===== src/rtl/bft_host_port_pkg.sv =====
// Shared BFT packet layout and credit constants for the host-side port.
package bft_host_port_pkg;

  localparam int PACKET_BITS        = 49;
  localparam int PAYLOAD_BITS       = 32;
  localparam int NUM_LEAF_BITS      = 5;
  localparam int NUM_PORT_BITS      = 4;
  localparam int NUM_ADDR_BITS      = 7;
  localparam int NUM_BRAM_ADDR_BITS = 7;
  localparam int RX_FIFO_DEPTH      = 16;

  localparam int VALID_BIT   = 48;
  localparam int LEAF_LSB    = 43;
  localparam int PORT_LSB    = 39;
  localparam int SEQ_LSB     = 32;
  localparam int PAYLOAD_LSB = 0;

  localparam int CTRL_PORT    = 0;
  localparam int INIT_CREDITS = 1 << NUM_BRAM_ADDR_BITS;

endpackage


===== src/rtl/bft_host_port_rx_fifo.sv =====
// Synchronous FIFO for RX payloads; a push into a full FIFO is accepted when a pop happens the same cycle.
module bft_rx_fifo #(
  parameter int DATA_W = 32,
  parameter int DEPTH  = 16
) (
  input  logic              clk,
  input  logic              rst_n,
  input  logic              push,
  input  logic [DATA_W-1:0] din,
  input  logic              pop,
  output logic [DATA_W-1:0] dout,
  output logic              full,
  output logic              empty
);

  localparam int AW = $clog2(DEPTH);

  logic [AW:0]       wr_ptr;
  logic [AW:0]       rd_ptr;
  logic [DATA_W-1:0] mem [DEPTH];
  logic              do_push;
  logic              do_pop;

  assign empty   = (wr_ptr == rd_ptr);
  assign full    = (wr_ptr[AW] != rd_ptr[AW]) && (wr_ptr[AW-1:0] == rd_ptr[AW-1:0]);
  assign do_pop  = pop && !empty;
  assign do_push = push && (!full || do_pop);
  assign dout    = mem[rd_ptr[AW-1:0]];

  always_ff @(posedge clk or negedge rst_n) begin
    if (!rst_n) begin
      wr_ptr <= '0;
      rd_ptr <= '0;
    end else begin
      if (do_push) wr_ptr <= wr_ptr + 1'b1;
      if (do_pop)  rd_ptr <= rd_ptr + 1'b1;
    end
  end

  // Storage carries data only; pointers alone define occupancy.
  always_ff @(posedge clk) begin
    if (do_push) mem[wr_ptr[AW-1:0]] <= din;
  end

endmodule


===== src/rtl/bft_host_port.sv =====
// Host endpoint on the BFT: credit-controlled TX packetizer and FIFO-buffered RX extractor.
module bft_host_port
  import bft_host_port_pkg::*;
#(
  parameter int STAGES = 1
) (
  input  logic                          clk_bft,
  input  logic                          reset_bft_n,
  input  logic [NUM_LEAF_BITS-1:0]      dest_leaf,
  input  logic [NUM_PORT_BITS-1:0]      dest_port,
  input  logic [PAYLOAD_BITS-1:0]       din_user2port,
  input  logic                          vld_user2port,
  output logic                          ack_port2user,
  output logic [PACKET_BITS-1:0]        dout_port2bft,
  input  logic [PACKET_BITS-1:0]        din_bft2port,
  output logic [PAYLOAD_BITS-1:0]       dout_port2user,
  output logic                          vld_port2user,
  input  logic                          ack_user2port,
  output logic [NUM_BRAM_ADDR_BITS:0]   credits,
  output logic                          rx_overflow
);

  localparam int CRED_W = NUM_BRAM_ADDR_BITS + 1;
  localparam int SUM_W  = CRED_W + 2;
  localparam logic signed [SUM_W-1:0] CRED_MAX = SUM_W'(INIT_CREDITS);

  // Clamp the signed credit sum into [0, INIT_CREDITS].
  function automatic logic [CRED_W-1:0] sat_credit(input logic signed [SUM_W-1:0] sum);
    if (sum > CRED_MAX)
      return CRED_W'(INIT_CREDITS);
    else if (sum < 0)
      return '0;
    else
      return sum[CRED_W-1:0];
  endfunction

  logic [CRED_W-1:0]        credit_q;
  logic [NUM_ADDR_BITS-1:0] seq_q;
  logic [PACKET_BITS-1:0]   tx_pkt_p1;
  logic                     send;
  logic                     rx_vld;
  logic [NUM_PORT_BITS-1:0] rx_port;
  logic                     is_ctrl;
  logic                     is_data;
  logic [CRED_W-1:0]        upd;
  logic signed [SUM_W-1:0]  credit_sum;
  logic [PAYLOAD_BITS-1:0]  fifo_dout;
  logic                     fifo_full;
  logic                     fifo_empty;
  logic                     pop_now;
  logic                     drop;
  logic                     unused_fields;

  assign send    = reset_bft_n && vld_user2port && (credit_q != '0);
  assign rx_vld  = din_bft2port[VALID_BIT];
  assign rx_port = din_bft2port[PORT_LSB +: NUM_PORT_BITS];
  assign is_ctrl = rx_vld && (rx_port == NUM_PORT_BITS'(CTRL_PORT));
  assign is_data = rx_vld && (rx_port != NUM_PORT_BITS'(CTRL_PORT));
  assign upd     = is_ctrl ? din_bft2port[PAYLOAD_LSB +: CRED_W] : '0;

  assign credit_sum = $signed({2'b00, credit_q}) + $signed({2'b00, upd})
                    - $signed({{(SUM_W-1){1'b0}}, send});

  assign unused_fields = ^{din_bft2port[LEAF_LSB +: NUM_LEAF_BITS],
                           din_bft2port[SEQ_LSB +: NUM_ADDR_BITS], STAGES[0]};

  // TX stage p0 -> p1: one packet per acknowledged word, idle bus otherwise.
  always_ff @(posedge clk_bft or negedge reset_bft_n) begin
    if (!reset_bft_n) begin
      tx_pkt_p1 <= '0;
      seq_q     <= '0;
      credit_q  <= CRED_W'(INIT_CREDITS);
    end else begin
      credit_q <= sat_credit(credit_sum);
      if (send) begin
        tx_pkt_p1 <= {1'b1, dest_leaf, dest_port, seq_q, din_user2port};
        seq_q     <= seq_q + 1'b1;
      end else begin
        tx_pkt_p1 <= '0;
      end
    end
  end

  assign ack_port2user = send;
  assign dout_port2bft = tx_pkt_p1;
  assign credits       = credit_q;

  bft_rx_fifo #(
    .DATA_W (PAYLOAD_BITS),
    .DEPTH  (RX_FIFO_DEPTH)
  ) u_rx_fifo (
    .clk   (clk_bft),
    .rst_n (reset_bft_n),
    .push  (is_data),
    .din   (din_bft2port[PAYLOAD_LSB +: PAYLOAD_BITS]),
    .pop   (ack_user2port),
    .dout  (fifo_dout),
    .full  (fifo_full),
    .empty (fifo_empty)
  );

  assign pop_now = ack_user2port && !fifo_empty;
  assign drop    = is_data && fifo_full && !pop_now;

  always_ff @(posedge clk_bft or negedge reset_bft_n) begin
    if (!reset_bft_n)
      rx_overflow <= 1'b0;
    else if (drop)
      rx_overflow <= 1'b1;
  end

  assign vld_port2user  = !fifo_empty;
  assign dout_port2user = fifo_empty ? '0 : fifo_dout;

endmodule

===== config.mk =====
export PLATFORM = sky130hd
export DESIGN_NAME = bft_host_port
export DESIGN_NICKNAME = d
export VERILOG_FILES = /design/src/rtl/bft_host_port_pkg.sv /design/src/rtl/bft_host_port_rx_fifo.sv /design/src/rtl/bft_host_port.sv
export SDC_FILE = /design/constraint.sdc
export NUM_CORES = 1
export LEC_CHECK = 0
export CAP_MARGIN = 20
export CORE_ASPECT_RATIO = 1.5
export CORE_MARGIN = 4
export CORE_UTILIZATION = 45
export CTS_CLUSTER_SIZE = 25
export DETAILED_ROUTE_END_ITERATION = 7
export PLACE_DENSITY = 0.77
export SYNTH_ARGS = -nofsm -noshare
export SYNTH_HDL_FRONTEND = slang
export SYNTH_SLANG_ARGS = --single-unit

===== constraint.sdc =====
create_clock -name clk_bft -period 3.7 [get_ports clk_bft]
set_input_delay 0.74 -clock clk_bft [delete_from_list [all_inputs] [get_ports clk_bft]]
set_output_delay 0.74 -clock clk_bft [all_outputs]
set_load 0.1 [all_outputs]

### Word level (Yosys, flattened, before mapping)

Memories as Yosys holds them, arrays and structs flattened.
Index checks and enable logic that the tools add are counted.

| cells by class | value |
|---|---|
| $add $sub $neg | 5 |
| magnitude comparators | 2 |
| equal/unequal tests | 3 |
| mux-type cells | 7 |
| reductions and logical operators | 16 |

Operators with widths:

| kind | count |
|---|---|
| 49-bit two-way mux | 1 |
| 32-bit two-way mux | 1 |
| 8-bit two-way mux | 3 |
| 5-bit by 1-bit adder with 5-bit output, second input constant | 2 |
| 10-bit by 9-bit greater-than comparator with 1-bit output, second input constant | 1 |
| 10-bit by 1-bit less-than comparator with 1-bit output, second input constant | 1 |
| 9-bit by 1-bit subtractor with 10-bit output | 1 |
| 8-bit by 8-bit adder with 9-bit output | 1 |
| 1-bit logical AND | 9 |
| 8-bit nonzero test | 1 |
| 7-bit by 1-bit adder with 7-bit output, second input constant | 1 |
| 5-bit equality test | 1 |
| 4-bit equality test | 1 |
| 4-bit zero test | 1 |
| 4-bit nonzero test | 1 |
| 1-bit zero test | 3 |
| 1-bit two-way mux | 2 |
| 1-bit logical OR | 1 |
| 1-bit inequality test | 1 |

| word-level totals | value |
|---|---|
| register bits | 75 |
| memory bits (writable) | 512 |
| output and inout port bits | 92 |
| logic and storage cells | 40 |
| memories kept | 1 |

Memory list:

| memory | words | width | rd ports | clocked after memory_dff | wr ports | RTL line | text |
|---|---|---|---|---|---|---|---|
| u_rx_fifo.mem | 16 | 32 | 1 | 0 | 1 | bft_host_port_rx_fifo.sv:20 | `logic [DATA_W-1:0] mem [DEPTH];` |

### Depth between registers and ports, before layout

| logic depth | value |
|---|---|
| word-level depth | 8 |
| mapped depth | 13 |
| depth with buffers taken out | 12 |

### Modules after synthesis

From an unflattened synthesis, not the netlist that was laid out.

| unflattened totals | value |
|---|---|
| cells, all modules | 1136 |
| area, all modules | 22849.4 um^2 |

Modules (own cells, without submodules):

| module | times used | cells an instance | area each (um^2) |
|---|---|---|---|
| bft_rx_fifo | 1 | 855 | 19822.8 |
| bft_host_port | 1 | 281 | 3026.7 |

### Worst setup path after synthesis

OpenSTA, ideal clock, no wires.

| timing | value |
|---|---|
| kind | reg-to-reg |
| start point | register credit_q[6], in the netlist credits[6] |
| end point | register credit_q[6], in the netlist credits[6] |
| arrival time | 4555 ps |
| path slack | -932 ps |
| stages on the path, launching flop included | 14 |
| period minus slack after synthesis | 4632 ps |
| cell sequence | dfrtp_1 nor4_1 a21oi_1 clkbuf_1 clkbuf_1 xnor2_1 ha_1 fa_1 nand3_1 a21oi_1 mux2_2 a2111oi_4 nand2b_2 a21oi_1 |

| on the way | value |
|---|---|
| longest elaborated chain between the ends | 6 |
| elaborated cells between the ends (all ways) | 8 |
| classes of those cells | add/sub (2); order compare (2); mux (2); reduce/logical (2) |

RTL lines:

| item | RTL line | text |
|---|---|---|
| start, declared | bft_host_port.sv:37 | `logic [CRED_W-1:0] credit_q;` |
| start signal, assigned | bft_host_port.sv:72 | `credit_q <= CRED_W'(INIT_CREDITS);` |
| start signal, assigned | bft_host_port.sv:74 | `credit_q <= sat_credit(credit_sum);` |
| 8-bit nonzero test (*) | bft_host_port.sv:54 | `assign send = reset_bft_n && vld_user2port && (credit_q != '0);` |
| 1-bit logical AND (*) | bft_host_port.sv:54 |  |
| named net ack_port2user | bft_host_port.sv:13 | `output logic ack_port2user,` |
| 9-bit by 1-bit subtractor with 10-bit output (*) | bft_host_port.sv:62 | `- $signed({{(SUM_W-1){1'b0}}, send});` |
| 10-bit by 1-bit less-than comparator with 1-bit output | bft_host_port.sv:31 | `else if (sum < 0)` |
| 8-bit two-way mux | bft_host_port.sv:31 |  |
| 8-bit two-way mux (*) | bft_host_port.sv:29 | `if (sum > CRED_MAX)` |

Mark *: on every way through the listed nets, which the timed path passes. The rest lies on a longest branch.
A chain may end at the register's enable or synchronous reset.

### Final worst setup path

| timing | value |
|---|---|
| start point | register u_rx_fifo.rd_ptr[0] |
| end point | output dout_port2user[29] |

| on the way | value |
|---|---|
| longest elaborated chain between the ends | 2 |
| elaborated cells between the ends (all ways) | 3 |
| classes of those cells | eq/ne (1); mux (1); memory (1) |

RTL lines:

| item | RTL line | text |
|---|---|---|
| start, declared | bft_host_port_rx_fifo.sv:19 | `logic [AW:0] rd_ptr;` |
| start signal, assigned | bft_host_port_rx_fifo.sv:36 | `if (do_pop) rd_ptr <= rd_ptr + 1'b1;` |
| memory read 16 x 32 bit / 5-bit equality test (equally long branches) | -- |  |
| 32-bit two-way mux (*) | bft_host_port.sv:113 | `assign dout_port2user = fifo_empty ? '0 : fifo_dout;` |
| end, declared | bft_host_port.sv:16 | `output logic [PAYLOAD_BITS-1:0] dout_port2user,` |

Mark *: on every way between the ends. The rest lies on a longest branch, timed or not.

==> results.json <==
{
  "async_flop_share": 0.128,
  "synthToLayoutAreaGrowth_pct": 22.3,
  "syn_inst": 1136,
  "gp_congestion": 0.812,
  "cts_sinks": 587,
  "grt_antenna_before_repair": 2,
  "synth_nets": 1252,
  "power_density_nw_per_um2": 910,
  "ctsHoldBuffers": 0,
  "ant_nets": 0,
  "yosysWarnings": 0,
  "crit_arrival_ns": 2.87,
  "die_height_um": 285,
  "ioPinCount": 186,
  "start_util": 0.454,
  "worstSetupPathType": "flop to primary output",
  "synth_edf_count": 512,
  "clkLatencyLatePin_ns": 0.59,
  "finalMaxSlewViolations": 0,
  "finalWirelength_um": 49800,
  "rows": 101,
  "dr.first_iter.drc_count": 977,
  "path_common_cell": "buf_12",
  "cts_buffers": 52,
  "cts-root-buf": "clkbuf_16",
  "rrSetupSlack_ns": 0.52,
  "ys_seq_area_frac": 0.749,
  "min_path_type": "input pin to async pin",
  "grt_first_pass_wirelength_um": 75900,
  "status": "finished, final reports clean",
  "die-area_um2": 54900,
  "synth_area_per_cell_um2": 20.3,
  "core_um2": 50700,
  "yosysUniqueCellTypes": 46,
  "worst-path-buf-inv": 2,
  "finalSetupViolCount": 0,
  "dr.pass1.iters": 5,
  "drive_gt1_frac": 0.268,
  "p_leak_nw": 9.51,
  "min_period_ns": 3.61,
  "cp_data_required_time_ns": 2.96,
  "maxCapViolations": 0,
  "ys_ff_latch": 587,
  "vias": 11600,
  "crit_chain": "buf_12, mux4_2, nor2b_1, a211oi_1, a211oi_2, buf_12",
  "drc": 0,
  "fin_nets": 1481,
  "fmax_mhz": 277,
  "relSlewSlack": 0.232,
  "fin_skew_ns": 0.0312,
  "clk_pin_slew_ns": 0.06,
  "grt_setup_unrepaired": "true",
  "overflow": 0,
  "die_w_um": 193,
  "postCtsSetupBuffers": 0,
  "dp_hpwl_um": 28900,
  "io_buffers": 173,
  "grt_pass1_vias": 12500,
  "multi_input_area_um2": 5640,
  "cp_slowest_stage_delay_ns": 0.54,
  "crit_slowest_cell": "mux4_2",
  "grt_usage": 0.182,
  "cp_max_fo": 45,
  "grt_max_degree": 76,
  "hold_ws_ns": 0.384,
  "cts-htree-levels": 2,
  "wire_per_inst_um": 24.0,
  "via_per_inst": 5.57,
  "cp-end-kind": "primary output",
  "cpLargestDelayFamily": "multiplexers",
  "fin_crit_sh": 0.975,
  "synth_area_um2": 23000,
  "post-route-util": 0.555,
  "seq_area_um2": 17300,
  "finalNonFillerCells": 2075,
  "start_kind": "flop",
  "cts_tree": "built",
  "worst_slew_pin_slew_ns": 1.15,
  "irDropWorstVdd_uv": 735,
  "dpl.cell_count": 1979,
  "cts_max_path_buffers": 3,
  "synth_flop_cell": "edfxtp_1",
  "hold_violations": 0,
  "n_fill_cell": 3635
}
-- sequential cells by signal, summed over array words and instances (netlist names) --
signal and cells:
credits 8, dout_port2bft 49, rx_overflow 1, seq_q 7
u_rx_fifo.mem 512, u_rx_fifo.rd_ptr 5, u_rx_fifo.wr_ptr 5
-- power by group --
group	total [mW]	internal (mW)	switching (mW)	leakage, nW
registers	8.28	7.96	0.325	5.61
clock network	5.06	2.76	2.30	0.770
logic	12.3	4.66	7.62	3.14
total	25.6	15.4	10.2	9.51
-- stage by stage --
step,instance area (um2),setup WS [ns],total power [mW],setup TNS (ns)
4_1_cts,28100,-0.0244,25.8,-0.0734
6_report,28100,0.0917,25.6,0
5_1_grt,28100,-0.0199,26.6,-0.105
3_5_place_dp,26500,-0.546,20.7,-4.02
3_3_place_gp,26500,-0.488,20.5,-3.59
2_1_floorplan,23200,-0.477,16.6,-61.03
-- Yosys cell counts, drive strengths merged, types with 17 or more instances --
| cell | count | area share |
|---|---|---|
| edfxtp | 512 | 0.67 |
| mux4 | 128 | 0.13 |
| dfrtp | 74 | 0.080 |
| a211oi | 65 | 0.021 |
| and2 | 60 | 0.016 |
| nor2b | 37 | 0.010 |
| mux2i | 33 | 0.014 |
| clkbuf | 32 | 0.0054 |
| buf | 27 | 0.0078 |
| inv | 26 | 0.0042 |
| ha | 21 | 0.011 |
| nand2 | 21 | 0.0034 |
| xnor2 | 17 | 0.0065 |
-- kinds of logic after synthesis --
kind of cell,after synthesis,synth area share
flops,587,0.749
simple gates,167,0.0421
mux,164,0.141
compound gates,87,0.0286
buf+inv,85,0.0174
xor+xnor,24,0.00913
fa+ha+maj,22,0.0123
-- per-layer routing --
metal | part of all wire | global-route usage
met1 | 0.37 | 0.227
met2 | 0.54 | 0.323
met3 | 0.058 | 0.0323
met4 | 0.027 | 0.0576
met5 | 0 | 0
-- worst paths after layout --
path                                                  from                              end  cells after the start
max in group asynchronous                      reset_bft_n  u_rx_fifo.rd_ptr[0]$_DFFE_PN0P_                      2
min in group clk_bft                  seq_q[6]$_DFFE_PN0P_             seq_q[6]$_DFFE_PN0P_                      1
min reg2reg                           seq_q[6]$_DFFE_PN0P_             seq_q[6]$_DFFE_PN0P_                      1
max                        u_rx_fifo.rd_ptr[0]$_DFFE_PN0P_               dout_port2user[29]                      6
min                                            reset_bft_n             credits[4]$_DFF_PN0_                      2
max reg2reg                u_rx_fifo.rd_ptr[1]$_DFFE_PN0P_   u_rx_fifo.mem[1][16]$_DFFE_PP_                      5
-- final cells by class --
| class | instances | share of cell area |
|---|---|---|
| Inverter | 26 | 0.00347 |
| Tap cell | 669 | 0.0297 |
| Clock buffer | 66 | 0.0484 |
| Antenna cell | 1 | 0.0000889 |
| Sequential cell | 587 | 0.614 |
| Clock inverter | 28 | 0.00827 |
| Timing Repair Buffer | 234 | 0.0957 |
| Multi-Input combinational cell | 464 | 0.200 |
-- repair_timing --
| item | CTS | global route |
|---|---|---|
| pin swaps | 0 | 1 |
| endpoints found under the setup margin | 9 | 20 |
| gates cloned | 0 | 0 |
| resized for setup | 4 | 12 |
-- worst register-to-register path: cells and delay by family, from the launching register on --
kind,cells,cell delay [ns]
XOR/XNOR,1,0.18
AND/OR/NAND/NOR,3,1.60
AO/OA/AOI/OAI,1,0.36
flip-flops,1,0.62
-- cell usage in the layout (no fill, tap or decap), types with 5 or more instances in the layout --
cell type,instances
buf_4,50
buf_12,44
nor3_1,7
nor2b_1,37
ha_1,19
dfrtp_1,63
a211oi_1,24
nand2_1,21
nor2_1,10
mux4_2,128
and2_1,48
clkinv_1,14
inv_1,26
clkbuf_1,13
clkdlybuf4s50_1,136
nand3_1,8
clkbuf_16,52
xnor2_1,17
and2_2,11
a211oi_2,41
mux2i_1,33
edfxtp_1,512
dfrtp_2,7
a21oi_1,5
xor2_1,7
clkinv_2,6
No activity file was read; power rests on OpenSTA's default activity.
